===== src/rtl/gol_frame_streamer_if.sv =====
// Row stream bus from the frame streamer to its sink.
//   row_data  : one row of cells, bit c = column c
//   row_idx   : index of the row on row_data
//   row_valid : row_data/row_idx valid
//   row_ready : sink accepts the row
//   row_last  : valid row is the bottom row of the frame
interface gol_frame_streamer_if #(
  parameter int unsigned WIDTH  = 10,
  parameter int unsigned HEIGHT = 10
);
  localparam int unsigned IW = (HEIGHT > 1) ? $clog2(HEIGHT) : 1;

  logic [WIDTH-1:0] row_data;
  logic [IW-1:0]    row_idx;
  logic             row_valid;
  logic             row_ready;
  logic             row_last;

  modport master (
    output row_data,
    output row_idx,
    output row_valid,
    output row_last,
    input  row_ready
  );

  modport slave (
    input  row_data,
    input  row_idx,
    input  row_valid,
    input  row_last,
    output row_ready
  );
endinterface


===== src/rtl/gol_frame_streamer.sv =====
// Captures a Game of Life cell array on request and streams it out one row
// per valid/ready transfer, tracking per-frame population and frame count.
//   clk         : clock, rising edge
//   rst         : asynchronous active-low reset
//   cells       : live cell vector, cell (r,c) = bit r*WIDTH+c
//   snap        : capture request, honoured only when idle
//   busy        : frame being streamed or finalised
//   frame_done  : one-cycle pulse after the last row is accepted
//   pop_count   : live cells in the last completed frame
//   frame_count : completed frames since reset (wraps)
//   row         : row stream bus (master side)
module gol_frame_streamer #(
  parameter int unsigned WIDTH  = 10,
  parameter int unsigned HEIGHT = 10
) (
  input  logic                                clk,
  input  logic                                rst,
  input  logic [WIDTH*HEIGHT-1:0]             cells,
  input  logic                                snap,
  output logic                                busy,
  output logic                                frame_done,
  output logic [$clog2(WIDTH*HEIGHT+1)-1:0]   pop_count,
  output logic [15:0]                         frame_count,
  gol_frame_streamer_if.master                row
);

  localparam int unsigned IW = (HEIGHT > 1) ? $clog2(HEIGHT) : 1;
  localparam int unsigned PW = $clog2(WIDTH*HEIGHT+1);
  localparam int unsigned NC = WIDTH*HEIGHT;
  localparam logic [IW-1:0] LAST_IDX = IW'(HEIGHT-1);

  localparam logic [1:0] S_IDLE = 2'd0;
  localparam logic [1:0] S_SEND = 2'd1;
  localparam logic [1:0] S_DONE = 2'd2;

  logic [1:0]       state_q,    state_d;
  logic [NC-1:0]    snapshot_q, snapshot_d;
  logic [IW-1:0]    idx_q,      idx_d;
  logic [WIDTH-1:0] data_q,     data_d;
  logic             valid_q,    valid_d;
  logic             last_q,     last_d;
  logic             busy_q,     busy_d;
  logic             done_q,     done_d;
  logic [PW-1:0]    acc_q,      acc_d;
  logic [PW-1:0]    pop_q,      pop_d;
  logic [15:0]      fc_q,       fc_d;

  logic [IW-1:0]    next_idx;
  logic [PW-1:0]    row_pc;

  // Number of live cells in one row.
  function automatic logic [PW-1:0] popcnt(input logic [WIDTH-1:0] v);
    logic [PW-1:0] s;
    s = '0;
    for (int i = 0; i < int'(WIDTH); i++) begin
      s = s + PW'(v[i]);
    end
    return s;
  endfunction

  // State and datapath registers.
  always_ff @(posedge clk or negedge rst) begin
    if (!rst) begin
      state_q    <= S_IDLE;
      snapshot_q <= '0;
      idx_q      <= '0;
      data_q     <= '0;
      valid_q    <= 1'b0;
      last_q     <= 1'b0;
      busy_q     <= 1'b0;
      done_q     <= 1'b0;
      acc_q      <= '0;
      pop_q      <= '0;
      fc_q       <= '0;
    end else begin
      state_q    <= state_d;
      snapshot_q <= snapshot_d;
      idx_q      <= idx_d;
      data_q     <= data_d;
      valid_q    <= valid_d;
      last_q     <= last_d;
      busy_q     <= busy_d;
      done_q     <= done_d;
      acc_q      <= acc_d;
      pop_q      <= pop_d;
      fc_q       <= fc_d;
    end
  end

  // Next-state and next-output logic; outputs are computed one cycle ahead
  // so every port is driven straight from a flop.
  always_comb begin
    state_d    = state_q;
    snapshot_d = snapshot_q;
    idx_d      = idx_q;
    data_d     = data_q;
    valid_d    = 1'b0;
    last_d     = 1'b0;
    busy_d     = 1'b0;
    done_d     = 1'b0;
    acc_d      = acc_q;
    pop_d      = pop_q;
    fc_d       = fc_q;

    next_idx = IW'(idx_q + IW'(1));
    row_pc   = popcnt(data_q);

    case (state_q)
      S_IDLE: begin
        if (snap) begin
          // First row comes straight from cells, identical to the capture.
          snapshot_d = cells;
          idx_d      = '0;
          acc_d      = '0;
          data_d     = cells[WIDTH-1:0];
          valid_d    = 1'b1;
          last_d     = (HEIGHT == 1);
          busy_d     = 1'b1;
          state_d    = S_SEND;
        end
      end

      S_SEND: begin
        busy_d  = 1'b1;
        valid_d = 1'b1;
        last_d  = last_q;
        if (row.row_ready) begin
          if (idx_q == LAST_IDX) begin
            pop_d   = acc_q + row_pc;
            valid_d = 1'b0;
            last_d  = 1'b0;
            done_d  = 1'b1;
            idx_d   = '0;
            data_d  = '0;
            state_d = S_DONE;
          end else begin
            acc_d  = acc_q + row_pc;
            idx_d  = next_idx;
            data_d = snapshot_q[int'(next_idx)*WIDTH +: WIDTH];
            last_d = (next_idx == LAST_IDX);
          end
        end
      end

      S_DONE: begin
        fc_d    = fc_q + 16'd1;
        state_d = S_IDLE;
      end

      default: begin
        state_d = S_IDLE;
      end
    endcase
  end

  assign busy          = busy_q;
  assign frame_done    = done_q;
  assign pop_count     = pop_q;
  assign frame_count   = fc_q;
  assign row.row_data  = data_q;
  assign row.row_idx   = idx_q;
  assign row.row_valid = valid_q;
  assign row.row_last  = last_q;

endmodule


===== src/flat_wrapper.sv =====
// flat-port wrapper written by rule: the top's interface ports become plain ports
module gol_frame_streamer_flat 
#(
  parameter int unsigned WIDTH  = 10,
  parameter int unsigned HEIGHT = 10
)
  (clk, rst, cells, snap, busy, frame_done, pop_count, frame_count, row_row_data, row_row_idx, row_row_valid, row_row_last, row_row_ready);
  gol_frame_streamer_if #(.WIDTH(WIDTH), .HEIGHT(HEIGHT)) row_i ();
  input  logic clk;
  input  logic rst;
  input  logic [WIDTH*HEIGHT-1:0] cells;
  input  logic snap;
  output logic busy;
  output logic frame_done;
  output logic [$clog2(WIDTH*HEIGHT+1)-1:0] pop_count;
  output logic [15:0] frame_count;
  output wire logic [$bits(row_i.row_data)-1:0] row_row_data;
  output wire logic [$bits(row_i.row_idx)-1:0] row_row_idx;
  output wire logic [$bits(row_i.row_valid)-1:0] row_row_valid;
  output wire logic [$bits(row_i.row_last)-1:0] row_row_last;
  input wire logic [$bits(row_i.row_ready)-1:0] row_row_ready;
  assign row_row_data = row_i.row_data;
  assign row_row_idx = row_i.row_idx;
  assign row_row_valid = row_i.row_valid;
  assign row_row_last = row_i.row_last;
  assign row_i.row_ready = row_row_ready;
  gol_frame_streamer #(.WIDTH(WIDTH), .HEIGHT(HEIGHT)) u_core (.clk(clk), .rst(rst), .cells(cells), .snap(snap), .busy(busy), .frame_done(frame_done), .pop_count(pop_count), .frame_count(frame_count), .row(row_i));
endmodule

===== config.mk =====
export PLATFORM = sky130hd
export DESIGN_NAME = gol_frame_streamer_flat
export DESIGN_NICKNAME = d
export VERILOG_FILES = /design/src/rtl/gol_frame_streamer_if.sv /design/src/rtl/gol_frame_streamer.sv /design/src/flat_wrapper.sv
export SDC_FILE = /design/constraint.sdc
export NUM_CORES = 1
export LEC_CHECK = 0
export CORE_MARGIN = 2
export CORE_UTILIZATION = 45
export DETAILED_ROUTE_END_ITERATION = 16
export HOLD_SLACK_MARGIN = 0.05
export PLACE_DENSITY = 0.71
export SYNTH_ARGS = -nofsm -noshare
export SYNTH_HDL_FRONTEND = slang
export SYNTH_SLANG_ARGS = --single-unit
export TNS_END_PERCENT = 50

===== constraint.sdc =====
create_clock -name clk -period 5.1 [get_ports clk]
set_clock_uncertainty 0.05 [all_clocks]
set_input_delay 0.51 -clock clk [delete_from_list [all_inputs] [get_ports clk]]
set_output_delay 0.51 -clock clk [all_outputs]
set_load 0.005 [all_outputs]

== After elaboration in Yosys (flattened, before gate mapping) ==
Cells that the tools add are included.

* Reduce and logical (&&, ||, !) cells: 7
* Eq/ne operators: 8
* Add/subtract/negate cells: 12
* Shift operators: 1
* Multipliers: 1
* Muxes and demuxes: 27

{| class="wikitable"
|+ Operators with widths
! operator !! count
|-
| variable part select 100 x 9 -> 10 bit || 1
|-
| adder 7 x 1 -> 7 bit || 8
|-
| 2-to-1 mux 10 bit || 3
|-
| 2-to-1 mux 7 bit || 3
|-
| one-hot mux 10 bit (2 select lines) || 1
|-
| adder 16 x 1 -> 16 bit, second input constant || 1
|-
| one-hot mux 7 bit (2 select lines) || 1
|-
| 2-to-1 mux 4 bit || 3
|-
| 2-to-1 mux 1 bit || 9
|-
| AND reduction 3 bit || 3
|-
| == test 4 bit, second input constant || 2
|-
| one-hot mux 4 bit (2 select lines) || 1
|-
| adder 7 bit || 1
|-
| multiplier 4 x 3 -> 7 bit, second input constant || 1
|-
| 2-to-1 mux 2 bit || 3
|-
| inequality test 2 bit, second input constant || 3
|-
| adder 4 x 1 -> 4 bit, second input constant || 1
|-
| one-hot mux 1 bit (2 select lines) || 2
|-
| one-hot mux 2 bit (2 select lines) || 1
|-
| AND reduction 4 bit || 1
|-
| adder 1 x 1 -> 2 bit || 1
|-
| == test 2 x 1 -> 1 bit, second input constant || 1
|-
| == test 2 bit, second input constant || 1
|-
| zero test 2 bit || 1
|-
| 3 further kinds || 3
|}

* Register bits after elaboration: 150
* Output and inout port bits: 41
* Word-level logic and storage cells: 67
* Input port bits: 104

== Depth between registers and ports, before layout ==
Gate-level depths: netlist of the first run.

* Depth in word-level cells: 13
* Mapped depth: 14
* Mapped depth without buffers: 14

== Least setup slack after synthesis of the first run ==
OpenSTA, ideal clock, no wires.

* Path kind: flip-flop to flip-flop
* From: reg u_core.data_q[0], in the netlist u_core.row.row_data[0]
* To: reg u_core.pop_q[4], in the netlist u_core.pop_count[4]
* Stages on the path, launching flop included: 15
* Setup slack: 1.512 ns
* Required time: 4.923 ns
* Library setup time: 0.127 ns
* Period minus slack after synthesis: 3.588 ns
* Buffers on the path: 0
* Arrival: 3.411 ns
* Path through: dfrtp_1 > ha_1 > inv_1 > fa_1 > fa_1 > fa_1 > inv_1 > ha_1 > inv_1 > fa_1 > inv_1 > a21o_1 > a21oi_1 > xnor2_1 > mux2_1

* Word-level cells in the longest chain between the ends: 10

{| class="wikitable"
|+ RTL lines
! item !! RTL line !! source
|-
| start, declared || gol_frame_streamer.sv:39 || <nowiki>logic [WIDTH-1:0] data_q, data_d;</nowiki>
|-
| start signal, assigned || gol_frame_streamer.sv:79 || <nowiki>data_q <= data_d;</nowiki>
|-
| adder 1 x 1 -> 2 bit || gol_frame_streamer.sv:56 || <nowiki>s = s + PW'(v[i]);</nowiki>
|-
| adder 7 x 1 -> 7 bit (8 in series) || gol_frame_streamer.sv:56 ||
|-
| adder 7 bit || gol_frame_streamer.sv:129 || <nowiki>pop_d = acc_q + row_pc;</nowiki>
|-
| end signal, assigned || gol_frame_streamer.sv:85 || <nowiki>pop_q <= pop_d;</nowiki>
|-
| end, declared || gol_frame_streamer.sv:45 || <nowiki>logic [PW-1:0] pop_q, pop_d;</nowiki>
|}

No other way between the ends.
A chain may end at the register's enable or synchronous reset.

== Final worst setup path of the first run ==
Same ends and word-level chain as after synthesis.

==> impl_results.md, run 1 <==
* Unrepaired setup endpoints after global routing: false
* Worst VDD drop at 0.314 mV
* Core ar. at 15800 µm²
* Power Density at 635 nW/µm²
* Net Switching at 2.13 mW
* Post-DP Area at 8860 µm²
* Number of flops mapped to enable cells by yosys at 0
* Placer Congestion at 0.907
* Synth Warn # at 0
* Data required, critical path at 5.35 ns
* Post-Syn Instances at 551
* Post_cts resized at 0
* Simple-gate share of the synthesized area at 6.90%
* Root Driver: clkbuf_16
* Min-Delay Path Class: input port to asynchronous set/reset pin
* Largest net degree at the start of global routing at 109
* Crit. End Element: flip-flop
* Share of layout cells above drive strength 1 at 8.83%
* I/O pin count at 145
* Wire length per cell at 18.2 µm
* ANT nets after route at 0
* Sinks on Clock Net at 150
* CTS tree: done
* Initial Utilization at 45.9%
* Clock share of power at 20.8%
* Syn_nets at 676
* Worst skew pair latency at 0.43 ns
* Fin crit share at 74.2%
* Worst slack, placed at 1.34 ns
* Iteration-0 DRC count of the detailed router at 260
* Mean Syn Cell Area at 13.2 µm²
* Adder-Cell Fraction of Synth Area at 4.23%
* Max_cap viols at 0
* First-pass GRT wire length at 27.5 mm
* Clk buf depth at 2
* Crit path cell chain: ha_1 > inv_1 > fa_1 > fa_1 > fa_1 > inv_1 > ha_1 > inv_1 > fa_1 > inv_1 > a21o_1 > a21oi_1 > xnor2_1 > mux2_1
* Minimum clock period at 3.78 ns
* Synth Area in Compound Gates at 6.44%
* Overall routing resource usage at 20.6%
* Fin nets at 816
* Multiplexer share of the synthesized area at 24.2%
* Hold buffer count at cts at 0
* PortBufs at 144
* Fmax at 264 MHz
* LEAKAGE at 4.23 nW
* Post-route setup TNS at 0 ns
* Reg2Reg Depth at 14
* Vias in the first global route at 5228
* Crit path kind: flip-flop to flip-flop
* FP Rows at 46
* Seq/Total Area, Yosys at 51.6%
* Fill cell count at 1238
* Antenna violations before repair at 1
* DPL Wire Length at 12.0 mm
* Die Wd at 131 µm
* Post-CTS setup buffers at 0
* Antenna cells at 0
* Via Count at 4848
* DIE HEIGHT at 131 µm
* Finished layout cell area at 9440 µm²
* Via-to-Cell Ratio at 5.28
* Synth Cell Area at 7270 µm²
* Share of synthesized flip-flops with an asynchronous set or reset at 100%
* Outcome: complete, no violations
* GR Overflow Total at 0
* Crit path DAT at 4.04 ns
* CP top delay family: adder cells
* P_int at 3.86 mW
* Die area at 17200 µm²
* H-tree depth at 4
* Switching Share at 35.5%
* Nature of the critical path startpoint: flip-flop
* Sequential power share at 33.4%
* Xor-xnor portion of the synthesized cell area at 3.03%
* Area grow syn2layout at 29.8%
* Netlist cell types at 53
* Core Util, Final at 59.6%
* Slowest cell delay on critical path at 0.53 ns
* # setup viols final at 0
* Clk slew on worst S/H paths at 0.06 ns
* Tot Pwr at 5.99 mW
* Buffers and inverters on the worst path at 4
* Cts bufs inserted at 17
* Slowest CP cell: fa_1
* Max Slew Vio Count at 0
* Transition time of the tightest slew-check pin at 1.05 ns
* Logic pwr share at 45.8%
* Max transition margin at 30.2%
* Flops & latches, synth at 150
* Final setup margin at 1.32 ns
* Worst path depth at 14
* Final wirelength at 16.7 mm
* Final hold violation count at 0
* DR pass1 iterations at 4
* CP max FO at 5
* Largest family of logic cells by synthesized area: multiplexers
* DRC viols at 0
* Top_reg_cell synth: dfrtp_1
-- layout make-up --
cell class / count / area [µm²] / share of cell area, %
Inverter: 25 / 93.8 / 0.995
Multi-Input combinational cell: 349 / 3270 / 34.6
Timing Repair Buffer: 148 / 1470 / 15.6
Clock inverter: 10 / 131 / 1.39
Tap cell: 216 / 270 / 2.86
Sequential cell: 150 / 3750 / 39.8
Clock buffer: 20 / 447 / 4.73
-- registers in the layout (all words and copies together) (netlist names) --
name	count
u_core.row.row_data	10
u_core.frame_done	1
u_core.row.row_valid	1
u_core.pop_count	7
u_core.frame_count	16
u_core.busy	1
u_core.row.row_idx	4
u_core.acc_q	7
u_core.state_q	2
u_core.row.row_last	1
u_core.snapshot_q	100
-- logic make-up after synthesis --
logic type	Yosys count
and+or+nand+nor	101
muxes	137
AOI/OAI and AO/OA	67
adders and majority gates	21
DFF	150
xor gates and xnor gates	23
buffers and inverters	52
-- power by group through the flow --
stage	clock (mW)	sequential (mW)	combinational, mW
2_1_floorplan	0	1.90	1.99
3_3_place_gp	0	1.97	2.69
3_5_place_dp	0	2.01	2.76
4_1_cts	1.27	1.99	2.79
5_1_grt	1.33	2.06	3.04
6_report	1.24	2.00	2.75
-- cells in the final DEF (no fill, tap or decap), types with 5 or more instances in the layout --
master | synthesis | layout
a2111o_1 | 6 | 6
a21oi_1 | 19 | 19
a2bb2oi_1 | 7 | 7
clkbuf_16 | 0 | 17
clkdlybuf4s50_1 | 0 | 143
clkinv_2 | 0 | 5
dfrtp_1 | 150 | 149
fa_1 | 6 | 6
ha_1 | 15 | 15
inv_1 | 23 | 23
mux2_1 | 102 | 102
mux2i_1 | 15 | 15
mux4_2 | 17 | 17
nand2_1 | 36 | 36
nand3_1 | 5 | 5
nor2_1 | 25 | 25
nor3_1 | 6 | 6
o21ai_1 | 14 | 14
xnor2_1 | 14 | 14
xor2_1 | 8 | 8
-- synth_stat cells, drive strengths merged (4+ instances only) --
| master | count | area, µm² |
|---|---|---|
| mux2 | 102 | 1150 |
| dfrtp | 150 | 3750 |
| xnor2 | 14 | 123 |
| o32a | 4 | 40.0 |
| buf | 24 | 154 |
| nand3 | 5 | 25.0 |
| mux2i | 15 | 150 |
| xor2 | 9 | 97.6 |
| a2bb2oi | 7 | 61.3 |
| nor3 | 8 | 50.1 |
| a21o | 4 | 30.0 |
| ha | 15 | 188 |
| inv | 25 | 93.8 |
| o21ai | 16 | 80.1 |
| nand2 | 37 | 141 |
| nor2 | 27 | 111 |
| fa | 6 | 120 |
| a2111o | 6 | 67.6 |
| a21oi | 19 | 95.1 |
| mux4 | 20 | 462 |
| nor2b | 5 | 31.3 |
-- path summary, 6_finish.rpt --
| check | start | to | slack (ns) |
|---|---|---|---|
| worst min register to register | u_core.pop_count[3] | u_core.pop_count[3] | 0.42 |
| max in group asynchronous | rst | u_core.row.row_data[1] | 3.72 |
| worst max-delay path | u_core.row.row_data[0] | u_core.pop_count[4] | 1.32 |
| worst min-delay path | rst | u_core.frame_done | 0.18 |
| min in group clk | u_core.pop_count[3] | u_core.pop_count[3] | 0.42 |
| worst max register to register | u_core.row.row_data[0] | u_core.pop_count[4] | 1.32 |
-- per-layer routing --
metal	routed length, µm	global-route usage, %	part of all wire [%]
met5	0	0	0
met4	301	6.88	1.8
met3	968	6.21	5.8
met2	8290	33.9	50
met1	7180	26.1	43
-- per-stage QoR --
stage	cells	hold WS [ns]
after floorplan	551	0.164
after global placement	888	0.410
after detailed placement	888	0.414
after CTS	918	0.219
after global routing	918	0.247
final	918	0.180
Power figures use the tool's default switching activity.
==> inputs of run 2 (changes only) <==
--- a/config.mk
+++ b/config.mk
@@ -9,7 +9,7 @@
 export CORE_UTILIZATION = 45
 export DETAILED_ROUTE_END_ITERATION = 16
 export HOLD_SLACK_MARGIN = 0.05
-export PLACE_DENSITY = 0.71
+export PLACE_DENSITY = 0.74
 export SYNTH_ARGS = -nofsm -noshare
 export SYNTH_HDL_FRONTEND = slang
 export SYNTH_SLANG_ARGS = --single-unit
==> constraint.sdc (replaced) <==
create_clock -name clk -period 3.4 [get_ports clk]
set_clock_uncertainty 0.05 [all_clocks]
set_input_delay 0.34 -clock clk [delete_from_list [all_inputs] [get_ports clk]]
set_output_delay 0.34 -clock clk [all_outputs]
set_load 0.005 [all_outputs]
==> run 2 against run 1 <==
The flow now finishes with violations (setup timing); clock power increased by 52%; count of clock-buffer cells in the layout decreased by 1; maximum frequency up 5.3%; cell area rose by 1.9%; cell count up 1.9%; die area is the same; sequential cell count is the same; combinational power increased by 60%; first-iteration DRC count decreased by 20%; sequential share of layout area fell by 0.75 points; largest cell class unchanged.
==> impl_results.md, run 2 (synthesis results as in run 1) <==
* Min-Delay Path Class: flip-flop to flip-flop
* Power Density at 963 nW/µm²
* Logic pwr share at 47.4%
* Nature of the critical path startpoint: flip-flop
* Clock share of power at 20.4%
* Iteration-0 DRC count of the detailed router at 208
* Die Wd at 131 µm
* Tot Pwr at 9.26 mW
* First-pass GRT wire length at 28.0 mm
* Worst-case hold slack at 0.420 ns
* Largest Register: u_core.snapshot_q
* ANT nets after route at 0
* Share of layout cells above drive strength 1 at 12.1%
* Switching Share at 35.7%
* Placer Congestion at 0.845
* Largest register FFs at 100
* Worst VDD drop at 0.507 mV
* Sinks on Clock Net at 150
* DR pass1 iterations at 4
* CTS tree: done
* Clk slew on worst S/H paths at 0.06 ns
* Data required, critical path at 3.64 ns
* Final wirelength at 17.3 mm
* LEAKAGE at 4.31 nW
* Crit path kind: flip-flop to flip-flop
* Via-to-Cell Ratio at 5.32
* Most frequent cells in the layout: 149 x dfrtp_1, 143 x clkdlybuf4s50_1, 101 x mux2_1
* Area grow syn2layout at 32.3%
* Failing checks: setup timing
* DIE HEIGHT at 131 µm
* Final hold violation count at 0
* Largest net degree at the start of global routing at 96
* H-tree depth at 4
* Worst skew pair latency at 0.42 ns
* Core ar. at 15800 µm²
* DPL Wire Length at 12.6 mm
* DRC viols at 0
* Worst slack, placed at -0.236 ns
* Final setup margin at -0.192 ns
* Clk buf depth at 2
* Crit path DAT at 3.83 ns
* Outcome: finished with violations
* Max transition margin at 41.4%
* Via Count at 4973
* Sequential power share at 32.3%
* Max Slew Vio Count at 0
* Die area at 17200 µm²
* Max_cap viols at 0
* GR Overflow Total at 0
* Buffers and inverters on the worst path at 4
* Post-DP Area at 8980 µm²
* Unrepaired setup endpoints after global routing: true
* FP Rows at 46
* Fill cell count at 1224
* Initial Utilization at 45.9%
* Fin cells at 935
* Min-delay src: u_core.pop_count[0]
* Vias in the first global route at 5429
* Cts bufs inserted at 17
* Finished layout cell area at 9620 µm²
* Root Driver: clkbuf_16
* Slowest CP cell: fa_1
* Cell mode on critical path: fa_1
* I/O pin count at 145
* Antenna violations before repair at 0
* Fin nets at 831
* # setup viols final at 6
* Slowest cell delay on critical path at 0.51 ns
* Fmax at 278 MHz
* Overall routing resource usage at 20.8%
* Transition time of the tightest slew-check pin at 0.879 ns
* Placed cells at 900
* CP max FO at 2
* PortBufs at 144
* Post-route setup TNS at -0.762 ns
* Fin crit share at 106%
* Commonest non-fill, non-tap cell in the layout: dfrtp_1
* P_int at 5.95 mW
* Antenna cells at 0
* Net Switching at 3.31 mW
* Core Util, Final at 60.8%
* Setup crit start: u_core.row.row_data[1]
* Crit. End Element: flip-flop
* CP top delay family: adder cells
* Worst r2r src: u_core.row.row_data[1]
* Wire length per cell at 18.5 µm
* Crit path cell chain: ha_1 > inv_1 > fa_1 > fa_1 > fa_1 > inv_1 > ha_2 > inv_2 > fa_2 > inv_2 > a21o_1 > a41o_1 > xnor2_2 > o21ai_1
* Minimum clock period at 3.59 ns
-- run 2: cell types whose count changed in the layout (fill, tap and decap cells not counted), moves of 2 or more --
cell and change:
buf_12 +2, a21oi_2 +2, buf_4 +12, inv_2 +2, a21oi_1 -2, clkinv_4 +3, inv_1 -2
-- run 2: path summary, 6_finish.rpt --
check,endpoint,slack [ns],cells after the start
max,u_core.acc_q[6],-0.19,14
min,u_core.pop_count[0],0.42,2
max reg2reg,u_core.acc_q[6],-0.19,14
min reg2reg,u_core.pop_count[0],0.42,2
max in group asynchronous,u_core.snapshot_q[55],1.96,3
min in group asynchronous,u_core.frame_done,0.54,2
-- run 2: worst reg2reg max path, stage by stage (launching register included) --
cell,delay [ns]
dfrtp_1,0.39
ha_1,0.28
inv_1,0.05
fa_1,0.45
fa_1,0.51
fa_1,0.41
inv_1,0.07
ha_2,0.18
inv_2,0.04
fa_2,0.34
inv_2,0.07
a21o_1,0.15
a41o_1,0.23
xnor2_2,0.14
o21ai_1,0.11
-- run 2: final cells by class --
type	count	area, µm²	share of cell area (%)
sequential	150	3750	39.0
tap	216	270	2.81
clock inverter	13	158	1.64
inverter	25	93.8	0.976
multi-input combinational	349	3290	34.3
clock buffer	19	433	4.50
timing repair buffer	163	1610	16.8
-- run 2: what timing repair did --
item | in CTS | in global routing
gates resized for setup | 5 | 0
setup endpoints to repair | 6 | 10
pin swaps | 5 | 3
setup buffers | 2 | 0
hold endpoints to repair | 94 | 0
hold buffers | 1 | 0
-- run 2: metal layers --
metal	track usage [%]	wire length [µm]	share of wire [%]	vias up
met5	0	0	0	-
met4	8.70	486	2.8	0
met3	6.44	1160	6.7	35
met2	34.3	8410	49	176
met1	25.7	7240	42	2489
li1	-	-	-	2273
-- run 2: power by group through the flow --
stage	Sequential, mW	Combinational, mW	Clock (mW)
final	2.99	4.39	1.89
after global routing	3.08	4.79	2.01
after CTS	2.98	4.43	1.92
after detailed placement	3.01	4.32	0
after global placement	2.95	4.14	0
after floorplan	2.85	3.02	0
==> inputs of run 3 (changes only) <==
--- a/config.mk
+++ b/config.mk
@@ -7,6 +7,7 @@
 export LEC_CHECK = 0
 export CORE_MARGIN = 2
 export CORE_UTILIZATION = 45
+export CTS_CLUSTER_DIAMETER = 50
 export DETAILED_ROUTE_END_ITERATION = 16
 export HOLD_SLACK_MARGIN = 0.05
 export PLACE_DENSITY = 0.74
==> results of run 3 <==
Final layout, timing and power as in run 2 (identical DEF).
